--- src/rtl/config_bitstream_loader.sv ---
// Serial-to-parallel config master: assembles LSB-first MEM_SIZE-bit words and strobes each block in turn.
// MEM_SIZE+3 cycles per block with continuous bit_valid; bit_valid low stalls SHIFT indefinitely.
module config_bitstream_loader #(
  parameter int MEM_SIZE   = 16,
  parameter int NUM_BLOCKS = 8,
  parameter int BLK_BITS   = (NUM_BLOCKS > 1) ? $clog2(NUM_BLOCKS) : 1
) (
  input  logic                  clk,
  input  logic                  rst_n,
  input  logic                  cfg_start,
  input  logic                  bit_in,
  input  logic                  bit_valid,
  output logic                  bit_ready,
  output logic [MEM_SIZE-1:0]   config_out,
  output logic [NUM_BLOCKS-1:0] comb_set_out,
  output logic [BLK_BITS-1:0]   blk_idx,
  output logic                  busy,
  output logic                  done
);

  localparam int CNT_BITS = (MEM_SIZE > 1) ? $clog2(MEM_SIZE) : 1;
  localparam logic [CNT_BITS-1:0] LAST_BIT = CNT_BITS'(MEM_SIZE - 1);
  localparam logic [BLK_BITS-1:0] LAST_BLK = BLK_BITS'(NUM_BLOCKS - 1);

  typedef enum logic [2:0] {
    IDLE   = 3'd0,
    SHIFT  = 3'd1,
    SETUP  = 3'd2,
    STROBE = 3'd3,
    HOLD   = 3'd4,
    DONE   = 3'd5
  } state_t;

  state_t                  state_q, state_d;
  logic [MEM_SIZE-1:0]     shreg_q, shreg_d;
  logic [CNT_BITS-1:0]     cnt_q, cnt_d;
  logic [BLK_BITS-1:0]     blk_q, blk_d;
  logic [MEM_SIZE-1:0]     cfg_q, cfg_d;
  logic [NUM_BLOCKS-1:0]   set_q, set_d;
  logic                    done_q, done_d;
  logic                    hs;
  logic                    last_bit;
  logic                    last_blk;
  logic [MEM_SIZE-1:0]     shifted;

  assign hs       = bit_valid && (state_q == SHIFT);
  assign last_bit = (cnt_q == LAST_BIT);
  assign last_blk = (blk_q == LAST_BLK);
  assign shifted  = (shreg_q >> 1) | (MEM_SIZE'(bit_in) << (MEM_SIZE - 1));

  always_ff @(posedge clk or negedge rst_n) begin
    if (!rst_n) begin
      state_q <= IDLE;
      shreg_q <= '0;
      cnt_q   <= '0;
      blk_q   <= '0;
      cfg_q   <= '0;
      set_q   <= '0;
      done_q  <= 1'b0;
    end else begin
      state_q <= state_d;
      shreg_q <= shreg_d;
      cnt_q   <= cnt_d;
      blk_q   <= blk_d;
      cfg_q   <= cfg_d;
      set_q   <= set_d;
      done_q  <= done_d;
    end
  end

  always_comb begin
    state_d = state_q;
    case (state_q)
      IDLE:    if (cfg_start) state_d = SHIFT;
      SHIFT:   if (hs && last_bit) state_d = SETUP;
      SETUP:   state_d = STROBE;
      STROBE:  state_d = HOLD;
      HOLD:    state_d = last_blk ? DONE : SHIFT;
      DONE:    state_d = IDLE;
      default: state_d = IDLE;
    endcase
  end

  // Strobe and done are computed one cycle ahead so the outputs come straight from flops.
  always_comb begin
    shreg_d = shreg_q;
    cnt_d   = cnt_q;
    blk_d   = blk_q;
    cfg_d   = cfg_q;
    set_d   = '0;
    done_d  = 1'b0;
    case (state_q)
      IDLE: begin
        if (cfg_start) begin
          blk_d = '0;
          cnt_d = '0;
        end
      end
      SHIFT: begin
        if (hs) begin
          shreg_d = shifted;
          if (last_bit) begin
            cnt_d = '0;
            cfg_d = shifted;
          end else begin
            cnt_d = cnt_q + 1'b1;
          end
        end
      end
      SETUP: set_d = NUM_BLOCKS'(1) << blk_q;
      HOLD: begin
        if (last_blk) done_d = 1'b1;
        else          blk_d  = blk_q + 1'b1;
      end
      DONE: blk_d = '0;
      default: ;
    endcase
  end

  assign bit_ready    = (state_q == SHIFT);
  assign busy         = (state_q != IDLE);
  assign config_out   = cfg_q;
  assign comb_set_out = set_q;
  assign blk_idx      = blk_q;
  assign done         = done_q;

endmodule

--- config.mk ---
export PLATFORM = sky130hd
export DESIGN_NAME = config_bitstream_loader
export DESIGN_NICKNAME = d
export VERILOG_FILES = /design/src/rtl/config_bitstream_loader.sv
export SDC_FILE = /design/constraint.sdc
export NUM_CORES = 1
export LEC_CHECK = 0
export ABC_AREA = 1
export CORE_MARGIN = 4
export CORE_UTILIZATION = 50
export DETAILED_ROUTE_END_ITERATION = 12
export GPL_TIMING_DRIVEN = 0
export PLACE_DENSITY = 0.75
export SLEW_MARGIN = 20
export SYNTH_ARGS = -nofsm -noshare
export SYNTH_HDL_FRONTEND = slang
export SYNTH_SLANG_ARGS = --single-unit
--- constraint.sdc ---
create_clock -name clk -period 2.85 [get_ports clk]
set_input_delay 0.57 -clock clk [delete_from_list [all_inputs] [get_ports clk]]
set_output_delay 0.57 -clock clk [all_outputs]
set_load 0.1 [all_outputs]
Yosys cells after proc, flatten, opt, wreduce, memory -nomap -nowiden
Cells that the tools add are included.
W data, S select, Z words.
{"block": "op_classes", "add_sub_neg": 2, "eq_ne": 11, "shifts": 1, "n_mux": 14, "bitwise": 1, "reduce_logical": 11}
{"operator": "$or A15 B16 Y16", "count": 1}
{"operator": "$mux W3", "count": 5}
{"operator": "$pmux W3 S5", "count": 1}
{"operator": "$mux W4", "count": 3}
{"operator": "$eq A3 B3 Y1 const B", "count": 3}
{"operator": "$pmux W3 S3", "count": 1}
{"operator": "$reduce_and A3 Y1", "count": 3}
{"operator": "$mux W8", "count": 1}
{"operator": "$pmux W4 S2", "count": 1}
{"operator": "$shl A1 B3 Y8 const A", "count": 1}
{"operator": "$eq A3 B2 Y1 const B", "count": 2}
{"operator": "$reduce_bool A3 Y1", "count": 2}
{"operator": "$add A4 B1 Y4 const B", "count": 1}
{"operator": "$eq A4 B4 Y1 const B", "count": 1}
{"operator": "$ne A2 B1 Y1 const B", "count": 2}
{"operator": "$ne A2 B2 Y1 const B", "count": 2}
{"operator": "$reduce_and A2 Y1", "count": 2}
{"operator": "$add A3 B1 Y3 const B", "count": 1}
{"operator": "$eq A3 B1 Y1 const B", "count": 1}
{"operator": "$logic_not A3 Y1", "count": 1}
{"operator": "$logic_and A1 B1 Y1", "count": 2}
{"operator": "$mux W1", "count": 2}
{"operator": "$reduce_bool A2 Y1", "count": 1}
{"block": "word_totals", "ff_bits": 51, "in_bits": 5, "wordCells": 47}

Longest topological paths before layout
{"block": "depth", "ltp_word": 5, "depth_mapped": 8, "mapped_depth_nobuf": 8}

Worst setup path after synthesis
Ideal clock, no wire load.
{"block": "synth_path", "kind": "reg2reg", "from": "register blk_q[2], in the netlist blk_idx[2]", "to": "register blk_q[2], in the netlist blk_idx[2]", "arrival_time_ps": 1850, "slack_ps": 932, "stages_incl_launch_ff": 5, "synth_period_minus_slack_ps": 1918, "path_cell_list": "dfrtp_1 > inv_1 > ha_1 > or2_2 > nand2_1"}
{"block": "synth_between", "elab_chain_cells": 3, "word_cells_on_any_way": 6, "cone_classes": "1 x add/sub; 2 x eq/ne; 2 x mux; 1 x reduce/logical"}
{"element": "start: declaration", "line_no": "37", "rtl": "logic [BLK_BITS-1:0] blk_q, blk_d;"}
{"element": "start signal: assignment", "line_no": "64", "rtl": "blk_q <= blk_d;"}
{"element": "$add A3 B1 Y3 / $eq A3 B3 Y1 (equally long branches)", "line_no": "113, 48"}
{"element": "$mux W3 / $ne A2 B2 Y1 (equally long branches)"}
{"element": "$pmux W3 S3 / $reduce_and A3 Y1 (equally long branches)"}
Several ways; a longest one is shown, not always the timed one. The select of a mux whose other input is x is not followed.
A chain may end at the register's enable or synchronous reset.

Worst setup path after layout
{"block": "layout_path", "from": "register state_q[1]", "to": "output busy"}
{"block": "layout_between", "elab_chain_cells": 1}
{"element": "start: declaration", "line_no": "34", "rtl": "state_t state_q, state_d;"}
{"element": "start signal: assignment", "line_no": "61", "rtl": "state_q <= state_d;"}
{"element": "$reduce_bool A3 Y1", "line_no": "121", "rtl": "assign busy = (state_q != IDLE);"}
{"element": "end: declaration", "line_no": "17", "rtl": "output logic busy,"}
Every way passes these cells.

==> flow_summary.yaml <==
run_status:
  status: "complete, no violations"
route:
  firstDrtPassIters: 4
  drt_iter0_drc: 107
  wl_mm: 4.14
  ant_nets: 0
  vias: 1605
  via_per_inst: 4.89
  remaining_drc_errors: 0
  routedWlPerCell_um: 12.6
sta:
  maxSlewViolCount: 0
  slew_headroom_pct: 34.0
  finalHoldViolations: 0
  fmax_mhz: 363
  tightest_slew_ns: 0.986
  tns_ns: 0
  rsz0062_at_grt: "no"
  period_minus_slack_ns: 2.76
  fin_worst_skew_ns: 0.00851
  post-route-period-util_pct: 96.7
  finalSetupViolations: 0
finish:
  nFillCells: 351
  drive_gt1_share_pct: 20.3
  nets: 287
  fin_cells: 328
  syn2layout_area_growth_pct: 23.7
  regArea_um2: 1250
  multi_input_area_um2: 801
  final_cell_area_um2: 2770
  final_util_pct: 63.5
  antenna_cells: 0
critical_path:
  crit_required_ns: 2.28
  critical_path_arrival_ns: 2.19
  end_kind: "output port"
  crit-reg2reg-launch: "blk_idx[0]$_DFFE_PN0P_"
  ff2ff_setup_slack_ns: 1.30
  criticalPathCategory: "flip-flop to output port"
  r2r_cells: 6
  cp-start-kind: "flip-flop"
  regToRegEndpoint: "blk_idx[2]$_DFFE_PN0P_"
  worstPathMaxFanout: 5
pwr:
  p_leak_nw: 1.33
  finalPower_mw: 2.23
  pwr_density_cell_nw_per_um2: 807
  peakVddDrop_uv: 795
logic_synthesis:
  syn_area_per_cell_um2: 9.60
  synth_area_leader_cell: "dfrtp_1"
  synth_seq_cells: 50
  ys_types: 21
  synth_top_area_share_pct: 56.0
  synth_edf_count: 0
  yosys_warnings: 0
  ys_seq_area_share_pct: 56.0
  synth_area_leaders: "dfrtp_1 56%, nand2_1 8.4%, o21ai_2 5.9%, inv_1 5.4%, nand2_2 4.5%"
  synthFlopType: "dfrtp_1"
  syn_inst: 233
  synth_nets: 245
  async_flop_share_pct: 100
  syn_area_um2: 2240
clock_network:
  cts-root-buf: "clkbuf_8"
  cts_buffer_depth: 2
  cts_tree: "yes"
  cts_buffers: 5
  insertion_delay_ns: 0.30
  clock_sinks: 50
  htreeDepth: 2
  cts.clk_slew.worst_paths_ns: 0.09
grt:
  grt_pass1_wl_mm: 7.09
  gr-total-overflow: 0
  grt_pass1_vias: 1645
  grt_max_degree: 29
  grt_use_total_pct: 16.4
  antenna_found_initial: 0
place:
  dpl.cell_count: 320
  place_congestion: 0.833
  post_dp_cell_area_um2: 2660
  portBuffers: 34
  hpwl_mm: 2.98
floorplanning:
  die_w_um: 74.9
  pin_count: 35
  dieHeight_um: 74.9
  start_util_pct: 51.4
  die_area_um2: 5610
  core-area_um2: 4350
  fp-row-count: 24
run:
  drv_cap: 0
min_path:
  hp-class: "primary input to asynchronous set/reset pin"
[placed cells by master, fill, tap and decap left out, types with 2 or more instances in the layout]
cell	n
nand3_1	8
buf_2	4
a21oi_1	2
o21ai_1	15
nor3_1	6
buf_6	3
clkbuf_8	5
inv_1	32
nand2_1	50
clkdlybuf4s50_1	32
nor2_1	9
inv_2	4
ha_1	7
nand2_4	2
o21ai_0	3
dfrtp_1	50
nor2_4	3
nand2_2	16
o21ai_2	15
nand4_1	2
[kinds of logic after synthesis]
logic type | after synthesis | synth area share, %
buffers and inverters | 42 | 8.23
adders and majority gates | 7 | 3.92
and+or+nand+nor | 98 | 21.2
AOI/OAI and AO/OA | 36 | 10.7
DFF | 50 | 56.0
[per-stage QoR]
step	setup slack, ns	hold slack (ns)
6_report	0.0937	0.231
5_1_grt	0.0127	0.255
4_1_cts	0.104	0.241
3_5_place_dp	0.347	0.461
3_3_place_gp	-0.205	0.464
2_1_floorplan	0.932	0.274
[flip-flops by register name (all words and copies together) (netlist names)]
signal,cells
config_out,16
state_q,3
done,1
cnt_q,4
comb_set_out,8
blk_idx,3
shreg_q,15
[critical path, stage by stage, from the launching register on]
cell and delay [ns]:
dfrtp_1 0.49, nor2_1 0.11, nand2_1 0.13, clkdlybuf4s50_1 1.16
[worst max path at each step]
stage	to	from
6_report	busy	state_q[1]$_DFFE_PN0P_
5_1_grt	busy	state_q[1]$_DFFE_PN0P_
4_1_cts	busy	state_q[1]$_DFFE_PN0P_
3_5_place_dp	bit_ready	state_q[2]$_DFFE_PN0P_
3_3_place_gp	comb_set_out[1]$_DFF_PN0_	rst_n
2_1_floorplan	blk_idx[2]$_DFFE_PN0P_	blk_idx[2]$_DFFE_PN0P_
[synthesized netlist by cell type (3+ instances only)]
library cell,number
dfrtp_1,50
nand2_1,50
inv_1,32
nand2_2,16
o21ai_1,15
o21ai_2,15
nor2_1,9
nand3_1,8
ha_1,7
nor3_1,6
inv_2,4
buf_2,3
buf_6,3
nor2_4,3
o21ai_0,3
[metal layers]
layer / global-route usage [%] / routed length (um) / vias to the layer above
met5: 0 / 0 / -
met1: 19.9 / 1820 / 752
met2: 28.8 / 2100 / 36
met3: 4.41 / 174 / 7
met4: 4.35 / 48 / 0
li1: - / - / 810
[final cells by class]
type,count,share of cell area (%)
Clock inverter,2,1.36
Inverter,36,4.89
Tap cell,52,2.35
Buffer,6,1.76
Clock buffer,6,2.62
Sequential cell,50,45.2
Timing Repair Buffer,35,12.8
Multi-Input combinational cell,141,29.0
[report_power, final]
part,switching [mW],internal [mW],leakage [nW]
sequential,0.0885,0.825,0.685
clock,0.230,0.262,0.0514
combinational,0.612,0.213,0.593
total,0.931,1.30,1.33
[timing repair]
action	in CTS	in global routing
hold buffers	0	0
resized for setup	1	0
setup buffers	0	0
endpoints found under the setup margin	1	0
(Power assumes the default switching activity.)
==> RTL edit (config.mk and constraints unchanged) <==
Change the parameter `NUM_BLOCKS` from 8 to 16.
--- a/src/rtl/config_bitstream_loader.sv
+++ b/src/rtl/config_bitstream_loader.sv
@@ -2,7 +2,7 @@
 // MEM_SIZE+3 cycles per block with continuous bit_valid; bit_valid low stalls SHIFT indefinitely.
 module config_bitstream_loader #(
   parameter int MEM_SIZE   = 16,
-  parameter int NUM_BLOCKS = 8,
+  parameter int NUM_BLOCKS = 16,
   parameter int BLK_BITS   = (NUM_BLOCKS > 1) ? $clog2(NUM_BLOCKS) : 1
 ) (
   input  logic                  clk,
Interface: changed (resized blk_idx and comb_set_out); port bits go from 35 to 44. The function was not compared with the original's and may differ.
==> RTL edit against the original RTL <==
- power rose by 15%
- non-clock buffer count rose by 8
- count of clock-buffer cells in the layout rose by 6
- cell area rose by 17%
- sequential cell count rose by 9
- clock skew fell by 0.0013 ns
- die area rose by 13%
- worst setup slack improved by 0.012 ns
- routed wire length rose by 12%
- synthesized area rose by 15%
- global-route usage rose by 0.32 points
- register-to-register slack improved by 0.09 ns
- combinational power rose by 7.6%
==> RTL edit: results (changes against the original RTL) <==
number of global-route vias before repair=1822 (was 1645); fraction of layout cells with a size suffix above 1=18.8% (was 20.3%); Signal buffers=49 (was 41); WP data arrival=2.17 ns (was 2.19 ns); area post-placement=3080 um2 (was 2660 um2); final hold slack=0.303 ns (was 0.231 ns); Non-clk invs=35 (was 36); metal2 WL=2130 um (was 2100 um); H-tree depth reported by CTS=3 (was 2); area of the core=4850 um2 (was 4350 um2); largest net degree at the start of global routing=60 (was 29); Seq/Total Area, Yosys=57.6% (was 56.0%); routability cong.=0.830 (was 0.833); M1 WL=2180 um (was 1820 um); Post-Synth Adder-Cell Area=3.41% (was 3.92%); Leak=1.55 nW (was 1.33 nW); DR iter-0 viols=129 (was 107); clock-pin slew on the worst setup and hold paths=0.06 ns (was 0.09 ns); mean area per synthesized cell=9.64 um2 (was 9.60 um2); Fillers=396 (was 351); Switching Share=40.6% (was 41.7%); Clock Buffer Count=12 (was 6); Inserted Clock Buffers=9 (was 5); first-pass GRT wire length=8190 um (was 7090 um); met3 wire len=217 um (was 174 um); Worst R2R End=blk_idx[3]$_DFFE_PN0P_ (was blk_idx[2]$_DFFE_PN0P_); Final HPWL DP=3280 um (was 2980 um); setup slack, reg-to-reg=1.39 ns (was 1.30 ns); outcome=finished clean (unchanged)
==> RTL edit: cell types whose count changed in the layout (fill, tap and decap cells not counted), moves of 3 or more <==
cell / unedited run / this run
clkdlybuf4s50_1: 32 / 41
dfrtp_1: 50 / 59
nor2_1: 9 / 29
clkinv_2: 0 / 3
clkbuf_8: 5 / 10
nand2_1: 50 / 60
nor3_1: 6 / 1
==> RTL edit: critical path: stages (launching register included) <==
cell and delay, ns:
dfrtp_1 0.51, nor2_2 0.11, nand2_1 0.10, clkdlybuf4s50_1 1.14
==> RTL edit: power by group through the flow <==
stage / Combinational [mW] / Sequential [mW] / Clock (mW)
finish: 0.889 / 1.07 / 0.618
global route: 0.991 / 1.08 / 0.673
CTS: 0.899 / 1.07 / 0.638
detailed placement: 0.892 / 1.08 / 0
global placement: 0.875 / 1.08 / 0
floorplan: 0.603 / 1.16 / 0
==> RTL edit: per-layer routing <==
metal  vias up  track usage, %
met1       875            22.3
li1        934               -
met3         8            3.50
met2        40            26.0
met5         -               0
met4         0            8.25
